===== src/rtl/tex_uv_if.sv =====
// Handshake bundle between a span setup source and tex_uv_stepper.
// The master drives the span setup (start, tsp_inst, u/v start and
// increments, span_len) and uv_ready. The slave returns busy, the
// per-pixel coordinate stream (uv_valid, ui, vi, pix_x, span_last)
// and the span_done pulse.
interface tex_uv_if #(
  parameter int MAX_SPAN = 32
);
  localparam int LEN_W = $clog2(MAX_SPAN + 1);
  localparam int PIX_W = $clog2(MAX_SPAN);

  logic             start;
  logic [31:0]      tsp_inst;
  logic [31:0]      u_start;
  logic [31:0]      v_start;
  logic [31:0]      du_dx;
  logic [31:0]      dv_dx;
  logic [LEN_W-1:0] span_len;
  logic             busy;
  logic             uv_valid;
  logic             uv_ready;
  logic [9:0]       ui;
  logic [9:0]       vi;
  logic [PIX_W-1:0] pix_x;
  logic             span_last;
  logic             span_done;

  modport master (
    output start, tsp_inst, u_start, v_start, du_dx, dv_dx, span_len, uv_ready,
    input  busy, uv_valid, ui, vi, pix_x, span_last, span_done
  );

  modport slave (
    input  start, tsp_inst, u_start, v_start, du_dx, dv_dx, span_len, uv_ready,
    output busy, uv_valid, ui, vi, pix_x, span_last, span_done
  );
endinterface


===== src/rtl/tex_uv_stepper.sv =====
// Per-span texture coordinate generator feeding texture_address.
// Steps signed 16.16 U/V accumulators across a span of up to MAX_SPAN
// pixels and applies the per-axis wrap mode (repeat / flip / clamp)
// from the TSP instruction word, emitting one 10-bit texel coordinate
// pair per accepted handshake.
// Ports:
//   clock    - clock
//   reset_n  - asynchronous active-low reset
//   uv       - tex_uv_if slave: span setup in, coordinate stream out,
//              busy and span_done status
module tex_uv_stepper #(
  parameter int MAX_SPAN = 32
) (
  input  logic     clock,
  input  logic     reset_n,
  tex_uv_if.slave  uv
);
  localparam int LEN_W = $clog2(MAX_SPAN + 1);
  localparam int PIX_W = $clog2(MAX_SPAN);

  typedef enum logic {IDLE, RUN} state_t;

  // Wrap one axis. i is the signed integer part of the accumulator;
  // the texture edge is S = 8 << size. Clamp wins over flip.
  function automatic logic [9:0] map_axis(
    input logic signed [15:0] i,
    input logic [2:0]         size,
    input logic               flip,
    input logic               clamp
  );
    logic signed [15:0] s;
    logic [9:0]         s_m1;
    logic [9:0]         m;
    logic [3:0]         lg;
    s    = 16'sd8 <<< size;
    s_m1 = 10'(s - 16'sd1);
    lg   = {1'b0, size} + 4'd3;
    m    = i[9:0] & s_m1;
    if (clamp) begin
      if (i < 16'sd0)
        map_axis = '0;
      else if (i >= s)
        map_axis = s_m1;
      else
        map_axis = i[9:0];
    end else if (flip && i[lg]) begin
      // Odd tile of the mirrored pair: reflect the offset.
      map_axis = s_m1 - m;
    end else begin
      map_axis = m;
    end
  endfunction

  state_t              state;
  logic                u_flip_r, v_flip_r, u_clamp_r, v_clamp_r;
  logic [2:0]          u_size_r, v_size_r;
  logic signed [31:0]  du_r, dv_r;
  logic signed [31:0]  u_acc, v_acc;
  logic [LEN_W-1:0]    remain;
  logic [9:0]          ui_r, vi_r;
  logic [PIX_W-1:0]    pix_r;
  logic                last_r, valid_r, done_r;

  logic                hs;
  logic [9:0]          u_first, v_first, u_next, v_next;

  logic                unused_inst;
  assign unused_inst = ^{uv.tsp_inst[31:19], uv.tsp_inst[14:6]};

  assign hs = valid_r & uv.uv_ready;

  // Pixel 0 is mapped straight from the setup inputs with the live
  // instruction word; later pixels use the latched copy.
  assign u_first = map_axis(uv.u_start[31:16], uv.tsp_inst[5:3],
                            uv.tsp_inst[18], uv.tsp_inst[16]);
  assign v_first = map_axis(uv.v_start[31:16], uv.tsp_inst[2:0],
                            uv.tsp_inst[17], uv.tsp_inst[15]);
  assign u_next  = map_axis(u_acc[31:16], u_size_r, u_flip_r, u_clamp_r);
  assign v_next  = map_axis(v_acc[31:16], v_size_r, v_flip_r, v_clamp_r);

  always_ff @(posedge clock or negedge reset_n) begin
    if (!reset_n) begin
      state     <= IDLE;
      u_flip_r  <= 1'b0;
      v_flip_r  <= 1'b0;
      u_clamp_r <= 1'b0;
      v_clamp_r <= 1'b0;
      u_size_r  <= '0;
      v_size_r  <= '0;
      du_r      <= '0;
      dv_r      <= '0;
      u_acc     <= '0;
      v_acc     <= '0;
      remain    <= '0;
      ui_r      <= '0;
      vi_r      <= '0;
      pix_r     <= '0;
      last_r    <= 1'b0;
      valid_r   <= 1'b0;
      done_r    <= 1'b0;
    end else begin
      done_r <= 1'b0;
      case (state)
        IDLE: begin
          if (uv.start) begin
            if (uv.span_len != '0) begin
              u_flip_r  <= uv.tsp_inst[18];
              v_flip_r  <= uv.tsp_inst[17];
              u_clamp_r <= uv.tsp_inst[16];
              v_clamp_r <= uv.tsp_inst[15];
              u_size_r  <= uv.tsp_inst[5:3];
              v_size_r  <= uv.tsp_inst[2:0];
              du_r      <= $signed(uv.du_dx);
              dv_r      <= $signed(uv.dv_dx);
              ui_r      <= u_first;
              vi_r      <= v_first;
              pix_r     <= '0;
              last_r    <= (uv.span_len == LEN_W'(1));
              valid_r   <= 1'b1;
              u_acc     <= $signed(uv.u_start) + $signed(uv.du_dx);
              v_acc     <= $signed(uv.v_start) + $signed(uv.dv_dx);
              remain    <= uv.span_len - 1'b1;
              state     <= RUN;
            end else begin
              // Empty span: acknowledge with span_done only.
              done_r <= 1'b1;
            end
          end
        end
        RUN: begin
          if (hs) begin
            if (remain != '0) begin
              ui_r   <= u_next;
              vi_r   <= v_next;
              pix_r  <= pix_r + 1'b1;
              last_r <= (remain == LEN_W'(1));
              u_acc  <= u_acc + du_r;
              v_acc  <= v_acc + dv_r;
              remain <= remain - 1'b1;
            end else begin
              valid_r <= 1'b0;
              last_r  <= 1'b0;
              done_r  <= 1'b1;
              state   <= IDLE;
            end
          end
        end
        default: state <= IDLE;
      endcase
    end
  end

  assign uv.busy      = (state == RUN);
  assign uv.uv_valid  = valid_r;
  assign uv.ui        = ui_r;
  assign uv.vi        = vi_r;
  assign uv.pix_x     = pix_r;
  assign uv.span_last = last_r;
  assign uv.span_done = done_r;
endmodule


===== src/flat_wrapper.sv =====
// flat-port wrapper written by rule: the top's interface ports become plain ports
module tex_uv_stepper_flat 
#(
  parameter int MAX_SPAN = 32
)
  (clock, reset_n, uv_start, uv_tsp_inst, uv_u_start, uv_v_start, uv_du_dx, uv_dv_dx, uv_span_len, uv_uv_ready, uv_busy, uv_uv_valid, uv_ui, uv_vi, uv_pix_x, uv_span_last, uv_span_done);
  tex_uv_if #(.MAX_SPAN(MAX_SPAN)) uv_i ();
  input  logic clock;
  input  logic reset_n;
  input wire logic [$bits(uv_i.start)-1:0] uv_start;
  input wire logic [$bits(uv_i.tsp_inst)-1:0] uv_tsp_inst;
  input wire logic [$bits(uv_i.u_start)-1:0] uv_u_start;
  input wire logic [$bits(uv_i.v_start)-1:0] uv_v_start;
  input wire logic [$bits(uv_i.du_dx)-1:0] uv_du_dx;
  input wire logic [$bits(uv_i.dv_dx)-1:0] uv_dv_dx;
  input wire logic [$bits(uv_i.span_len)-1:0] uv_span_len;
  input wire logic [$bits(uv_i.uv_ready)-1:0] uv_uv_ready;
  output wire logic [$bits(uv_i.busy)-1:0] uv_busy;
  output wire logic [$bits(uv_i.uv_valid)-1:0] uv_uv_valid;
  output wire logic [$bits(uv_i.ui)-1:0] uv_ui;
  output wire logic [$bits(uv_i.vi)-1:0] uv_vi;
  output wire logic [$bits(uv_i.pix_x)-1:0] uv_pix_x;
  output wire logic [$bits(uv_i.span_last)-1:0] uv_span_last;
  output wire logic [$bits(uv_i.span_done)-1:0] uv_span_done;
  assign uv_i.start = uv_start;
  assign uv_i.tsp_inst = uv_tsp_inst;
  assign uv_i.u_start = uv_u_start;
  assign uv_i.v_start = uv_v_start;
  assign uv_i.du_dx = uv_du_dx;
  assign uv_i.dv_dx = uv_dv_dx;
  assign uv_i.span_len = uv_span_len;
  assign uv_i.uv_ready = uv_uv_ready;
  assign uv_busy = uv_i.busy;
  assign uv_uv_valid = uv_i.uv_valid;
  assign uv_ui = uv_i.ui;
  assign uv_vi = uv_i.vi;
  assign uv_pix_x = uv_i.pix_x;
  assign uv_span_last = uv_i.span_last;
  assign uv_span_done = uv_i.span_done;
  tex_uv_stepper #(.MAX_SPAN(MAX_SPAN)) u_core (.clock(clock), .reset_n(reset_n), .uv(uv_i));
endmodule

===== config.mk =====
export PLATFORM = sky130hd
export DESIGN_NAME = tex_uv_stepper_flat
export DESIGN_NICKNAME = d
export VERILOG_FILES = /design/src/rtl/tex_uv_if.sv /design/src/rtl/tex_uv_stepper.sv /design/src/flat_wrapper.sv
export SDC_FILE = /design/constraint.sdc
export NUM_CORES = 1
export LEC_CHECK = 0
export BUFFER_PORTS_ARGS = -buffer_cell sky130_fd_sc_hd__buf_4
export CAP_MARGIN = 20
export CORE_UTILIZATION = 61
export CTS_CLUSTER_SIZE = 16
export DETAILED_ROUTE_END_ITERATION = 12
export PLACE_DENSITY = 0.83
export SLEW_MARGIN = 10
export SYNTH_ARGS = -nofsm -noshare
export SYNTH_HDL_FRONTEND = slang
export SYNTH_SLANG_ARGS = --single-unit

===== constraint.sdc =====
create_clock -name clock -period 3.89 [get_ports clock]
set_input_delay 0.389 -clock clock [delete_from_list [all_inputs] [get_ports clock]]
set_output_delay 0.389 -clock clock [all_outputs]
set_load 0.02 [all_outputs]

==> flow_metrics.tcl, run 1 <==
set metrics [dict create \
    p_leak_uw 0.00918 \
    crit_arrival_ns 3.84 \
    gr-total-overflow 0 \
    status "finished with violations" \
    cp_slowest_cell "dfrtp_1" \
    die_w_um 169 \
    violations "negative hold slack" \
    vias 16900 \
    hold_class "in -> async" \
    cp.required_ns 4.24 \
    syn_area_per_cell_sq_um 7.91 \
    syn_inst 2150 \
    worstSetupEndpointType "flip-flop" \
    grt_first_pass_wirelength_um 80900 \
    syn_nets 2514 \
    grt_usage_pct 34.8 \
    drtIter0Drc 1466 \
    max_cap_viol_count 0 \
    port-buffer-count 176 \
    finClkSkew_ns 0.0175 \
    finalMaxSlewViolations 0 \
    cts_tree "yes" \
    cts_made_buffers 17 \
    ys_seq_elements 173 \
    critPathMaxFanout 4 \
    fin_crit_sh_pct 89.5 \
    ys_warn_count 0 \
    insertion_delay_ns 0.45 \
    yosysTopAreaCellShare_pct 25.4 \
    ir_worst_vdd_v 0.000431 \
    ant_nets 0 \
    synth_flop_cell "dfrtp_1" \
    synthTopCellsByCount "383 x nand2_1, 190 x ha_1, 177 x a21oi_1" \
    fin_crit_ns 3.48 \
    initial_utilization_pct 62.6 \
    yosys.area.top_type "dfrtp_1" \
    io_pins 199 \
    routedWlPerCell_um 18.4 \
    place_ws_ns 0.274 \
    vias_per_cell 6.34 \
    critical-path-top-delay-family "compound AO/OA/AOI/OAI gates" \
    synthArstFlopShare_pct 100 \
    hold_ws_ns -0.0246 \
    critPathMaxStageDelay_ns 0.42 \
    cts.sinks 173 \
    start_kind "flip-flop" \
    drcViolationCount 0 \
    rsz0062_at_grt "false" \
    yosys.cell_types.count 77 \
    path_class "reg -> reg" \
    holdBufCountCts 0 \
    ys_top_cells_by_area "dfrtp_1 25%, ha_1 14%, nand2_1 8.4%" \
    synth_seq_area_share_pct 25.4 \
    fp-row-count 60 \
    tightest_slew_ns 0.782 \
    die_area_sq_mm 0.0286 \
    area_growth_pct 13.3 \
    tns_ns 0 \
    antenna_found_initial 0 \
    fin_util_pct 71.0 \
    firstDrtPassIters 6 \
    relSlewSlack_pct 47.9 \
    setup_viol 0 \
    gp_congestion 0.938 \
    grt_pass1_vias 16600 \
    dp_hpwl_um 35700 \
    cts_buffer_depth 2 \
    netlist_area_sq_mm 0.0170 \
    synth_most_common_cell "nand2_1" \
    post-cts-setup-buffers 0 \
    synth_edf_count 0 \
    die_h_um 169 \
    cts_resized 0 \
    wl_um 48900 \
    coreArea_sq_mm 0.0272 \
    path_buf_inv 1 \
    drive_above_1_share_pct 12.1 \
    hold_viol 11 \
    power_density_mw_per_mm2 753 \
    clockRootBuffer "clkbuf_16" \
    htreeDepth 4 \
    clk_pin_slew_worst_paths_ns 0.08 \
    crit_chain "ha_1 -> inv_1 -> fa_1 -> nor2b_1 -> o21ai_1 -> a21boi_1 -> o21a_1 -> o311ai_1 -> nand2_1 -> a21boi_1 -> o21ai_1 -> a31oi_1 -> mux2_2 -> nor3_1" \
    setup_slack_ns 0.407 \
    grt_max_degree 79 \
    layout.nets 2640 \
    fmax_mhz 287 \
]
## per-stage QoR
| step | cells | instance area (sq um) | power, uW | hold WS (ns) |
|---|---|---|---|---|
| after floorplan | 2150 | 17000 | 10300 | 0.0934 |
| after global placement | 2628 | 18600 | 12000 | 0.464 |
| after detailed placement | 2628 | 18600 | 12400 | 0.468 |
| after CTS | 2660 | 19300 | 14300 | 0.0234 |
| after global routing | 2661 | 19300 | 15700 | 0.0547 |
| final | 2662 | 19300 | 14500 | -0.0246 |
## metal layers
layer | vias to the layer above | share of wire, % | track usage (%)
met5 | - | 0 | 0
met3 | 139 | 6.9 | 4.70
met1 | 7969 | 42 | 45.0
met2 | 764 | 48 | 58.7
li1 | 8008 | - | -
met4 | 0 | 3.7 | 14.5
## final cells by class
type | instances | area, sq um
clock inverters | 15 | 195
inverters | 62 | 233
well taps | 372 | 465
flip-flops and latches | 173 | 4330
diodes | 1 | 2.50
multi-input cells | 1827 | 12100
clock buffers | 17 | 425
repair buffers | 195 | 1510
fillers | 2202 | 7890
## power breakdown
part           total (uW)  switching [uW]  internal (uW)
logic                9160            5100           4060
registers            3540             934           2610
clock network        1800             871            932
total               14500            6910           7600
## cells in the final DEF (no fill, tap or decap), types with 31 or more instances in the layout
master | synthesis | routed
a31oi_1 | 31 | 31
nand3_1 | 39 | 39
buf_4 | 0 | 191
a21o_1 | 78 | 78
o21ai_0 | 124 | 124
inv_1 | 61 | 61
xnor2_1 | 72 | 72
o22ai_1 | 32 | 32
nor2_1 | 157 | 155
nand2b_1 | 51 | 51
xor2_1 | 56 | 56
ha_1 | 190 | 190
nor3_1 | 47 | 47
a21oi_1 | 177 | 177
dfrtp_1 | 173 | 173
nand2_1 | 383 | 381
## registers in the layout (all words and copies together) (netlist names), 3 cells and up
name,count
u_core.du_r,32
u_core.dv_r,32
u_core.u_acc,32
u_core.v_acc,32
u_core.uv.ui,10
u_core.uv.vi,10
u_core.remain,6
u_core.uv.pix_x,5
u_core.u_size_r,3
u_core.v_size_r,3
## logic make-up after synthesis
group                    synth area share (%)
adder cells (fa/ha/maj)                  14.4
XOR/XNOR                                 6.68
buffers and inverters                    3.51
AND/OR/NAND/NOR                          20.9
multiplexers                             4.66
AO/OA/AOI/OAI                            24.3
flip-flops                               25.4
## final timing paths
check                                   end             from  cells past startpoint  slack [ns]
setup / recovery           u_core.v_acc[28]  u_core.v_acc[0]                     14        0.41
hold / removal             u_core.v_acc[10]          reset_n                      1       -0.02
setup reg to reg           u_core.v_acc[28]  u_core.v_acc[0]                     14        0.41
hold reg to reg              u_core.dv_r[7]   u_core.dv_r[7]                      2        0.49
max in group asynchronous  u_core.u_acc[27]          reset_n                      2        2.95
min in group clock           u_core.du_r[4]      uv_du_dx[4]                      3        0.14
(Power assumes the default switching activity.)
==> inputs of run 2 (changes only) <==
Settings changed: CORE_UTILIZATION 61 to 62, CTS_BUF_LIST set to sky130_fd_sc_hd__clkbuf_8, PLACE_DENSITY 0.83 to 0.84.
==> run 2 against run 1 <==
- the flow still finishes with violations (negative hold slack)
- sequential power about the same
- wire length down 2.4%
- final cell count down 1.3%
- highest routed layer unchanged
==> flow_metrics.tcl, run 2 (synthesized netlist as in run 1, its figures left out) <==
set metrics [dict create \
    status "finished with violations" \
    violations "negative hold slack" \
    grt_usage_pct 33.8 \
    hold_class "in -> async" \
    drcViolationCount 0 \
    worst-path-stages 14 \
    cts_tree "yes" \
    place_area_sq_mm 0.0186 \
    htreeDepth 4 \
    tns_ns 0 \
    reg2reg_slack_ns 0.43 \
    clk_pin_slew_worst_paths_ns 0.11 \
    tightest_slew_ns 0.901 \
    grt_max_degree 96 \
    final_common_cell "nand2_1" \
    drive_above_1_share_pct 12.0 \
    worstSetupEndpointType "flip-flop" \
    cts_resized 0 \
    reg2reg_from "u_core.v_acc[0]" \
    crit_arrival_ns 3.85 \
    relSlewSlack_pct 39.9 \
    cts_made_buffers 17 \
    critPathMaxStageDelay_ns 0.41 \
    routedWlPerCell_um 18.1 \
    firstDrtPassIters 5 \
    power_density_mw_per_mm2 731 \
    cts_buffer_depth 2 \
    die_area_sq_mm 0.0281 \
    clockRootBuffer "clkbuf_8" \
    initial_utilization_pct 63.1 \
    gp_congestion 0.954 \
    layout_common_cells "381 x nand2_1, 190 x ha_1, 188 x buf_4, 177 x a21oi_1, 173 x dfrtp_1" \
    fmax_mhz 289 \
    post-cts-setup-buffers 0 \
    hold_viol 9 \
    cts.sinks 173 \
    fin_crit_sh_pct 88.8 \
    max_cap_viol_count 0 \
    nFillCells 2206 \
    start_kind "flip-flop" \
    rsz0062_at_grt "false" \
    final_area_sq_mm 0.0190 \
    fin_util_pct 70.6 \
    hold_ws_ns -0.0230 \
    critPathMaxFanout 4 \
    cp_slowest_cell "dfrtp_1" \
    ant_nets 0 \
    path_buf_inv 1 \
    antenna_found_initial 0 \
    dp_hpwl_um 35500 \
    area_growth_pct 11.8 \
    multi_input_area_sq_mm 0.0121 \
    finClkSkew_ns 0.0231 \
    grt_first_pass_wirelength_um 77300 \
    path_class "reg -> reg" \
    wl_um 47700 \
    grt_pass1_vias 16000 \
    die_w_um 168 \
    timing.rr.end "u_core.v_acc[28]" \
    port-buffer-count 176 \
    ir_worst_vdd_v 0.000336 \
    final-seq-area_sq_mm 0.00433 \
    die_h_um 168 \
    insertion_delay_ns 0.49 \
    coreArea_sq_mm 0.0270 \
    layout.nets 2638 \
    vias 16700 \
    r2r_cells 14 \
    fin_crit_ns 3.46 \
    gr-total-overflow 0 \
    finalMaxSlewViolations 0 \
    critical-path-top-delay-family "compound AO/OA/AOI/OAI gates" \
    io_pins 199 \
    power_uw 13900 \
    holdBufCountCts 0 \
    antennaDiodeCount 0 \
    drtIter0Drc 1389 \
    vias_per_cell 6.35 \
    cp.required_ns 4.29 \
    crit_chain "ha_1 -> inv_1 -> fa_1 -> nor2b_1 -> o21ai_1 -> a21boi_1 -> o21a_1 -> o311ai_1 -> nand2_1 -> a21boi_1 -> o21ai_1 -> a31oi_1 -> mux2_2 -> nor3_1" \
    setup_viol 0 \
    p_leak_uw 0.00908 \
    fp-row-count 60 \
]
==> run 2: power by group <==
group          internal, uW  leakage, uW  switching (uW)
logic                  4050      0.00678            4980
clock network           549     0.000208             770
registers              2610      0.00210             937
==> run 2: cell type report <==
type	instances	area share, %
Multi-Input combinational cell	1827	63.8
Sequential cell	173	22.8
Timing Repair Buffer	193	7.90
Tap cell	341	2.24
Clock buffer	18	1.30
Inverter	62	1.22
Clock inverter	14	0.790
==> run 2: worst register-to-register path: stages (launching register included) <==
cell and delay (ns):
dfrtp_1 0.41, ha_1 0.23, inv_1 0.08, fa_1 0.22, nor2b_1 0.06, o21ai_1 0.15, a21boi_1 0.10, o21a_1 0.21
o311ai_1 0.40, nand2_1 0.14, a21boi_1 0.31, o21ai_1 0.21, a31oi_1 0.31, mux2_2 0.38, nor3_1 0.16
==> run 2: worst max-delay path by stage <==
stage | start | endpoint | slack [ns]
after floorplan | uv_tsp_inst[3] | u_core.uv.ui[3] | 0.70
after global placement | uv_dv_dx[0] | u_core.v_acc[30] | 0.32
after detailed placement | uv_dv_dx[0] | u_core.v_acc[30] | 0.23
after CTS | u_core.v_acc[0] | u_core.v_acc[28] | 0.46
after global routing | u_core.v_acc[0] | u_core.v_acc[28] | 0.14
final | u_core.v_acc[0] | u_core.v_acc[28] | 0.43
==> run 2: metal layers <==
metal	GRT usage (%)	part of all wire (%)	wire length [um]
met1	45.0	43	20400
met2	57.3	48	22700
met3	3.52	6.8	3240
met4	11.5	2.7	1310
met5	0	0	0
==> run 2: stage by stage <==
step / worst slack (ns) / cells
final: 0.434 / 2628
after global routing: 0.136 / 2628
after CTS: 0.462 / 2627
after detailed placement: 0.235 / 2595
after global placement: 0.317 / 2595
after floorplan: 0.700 / 2150
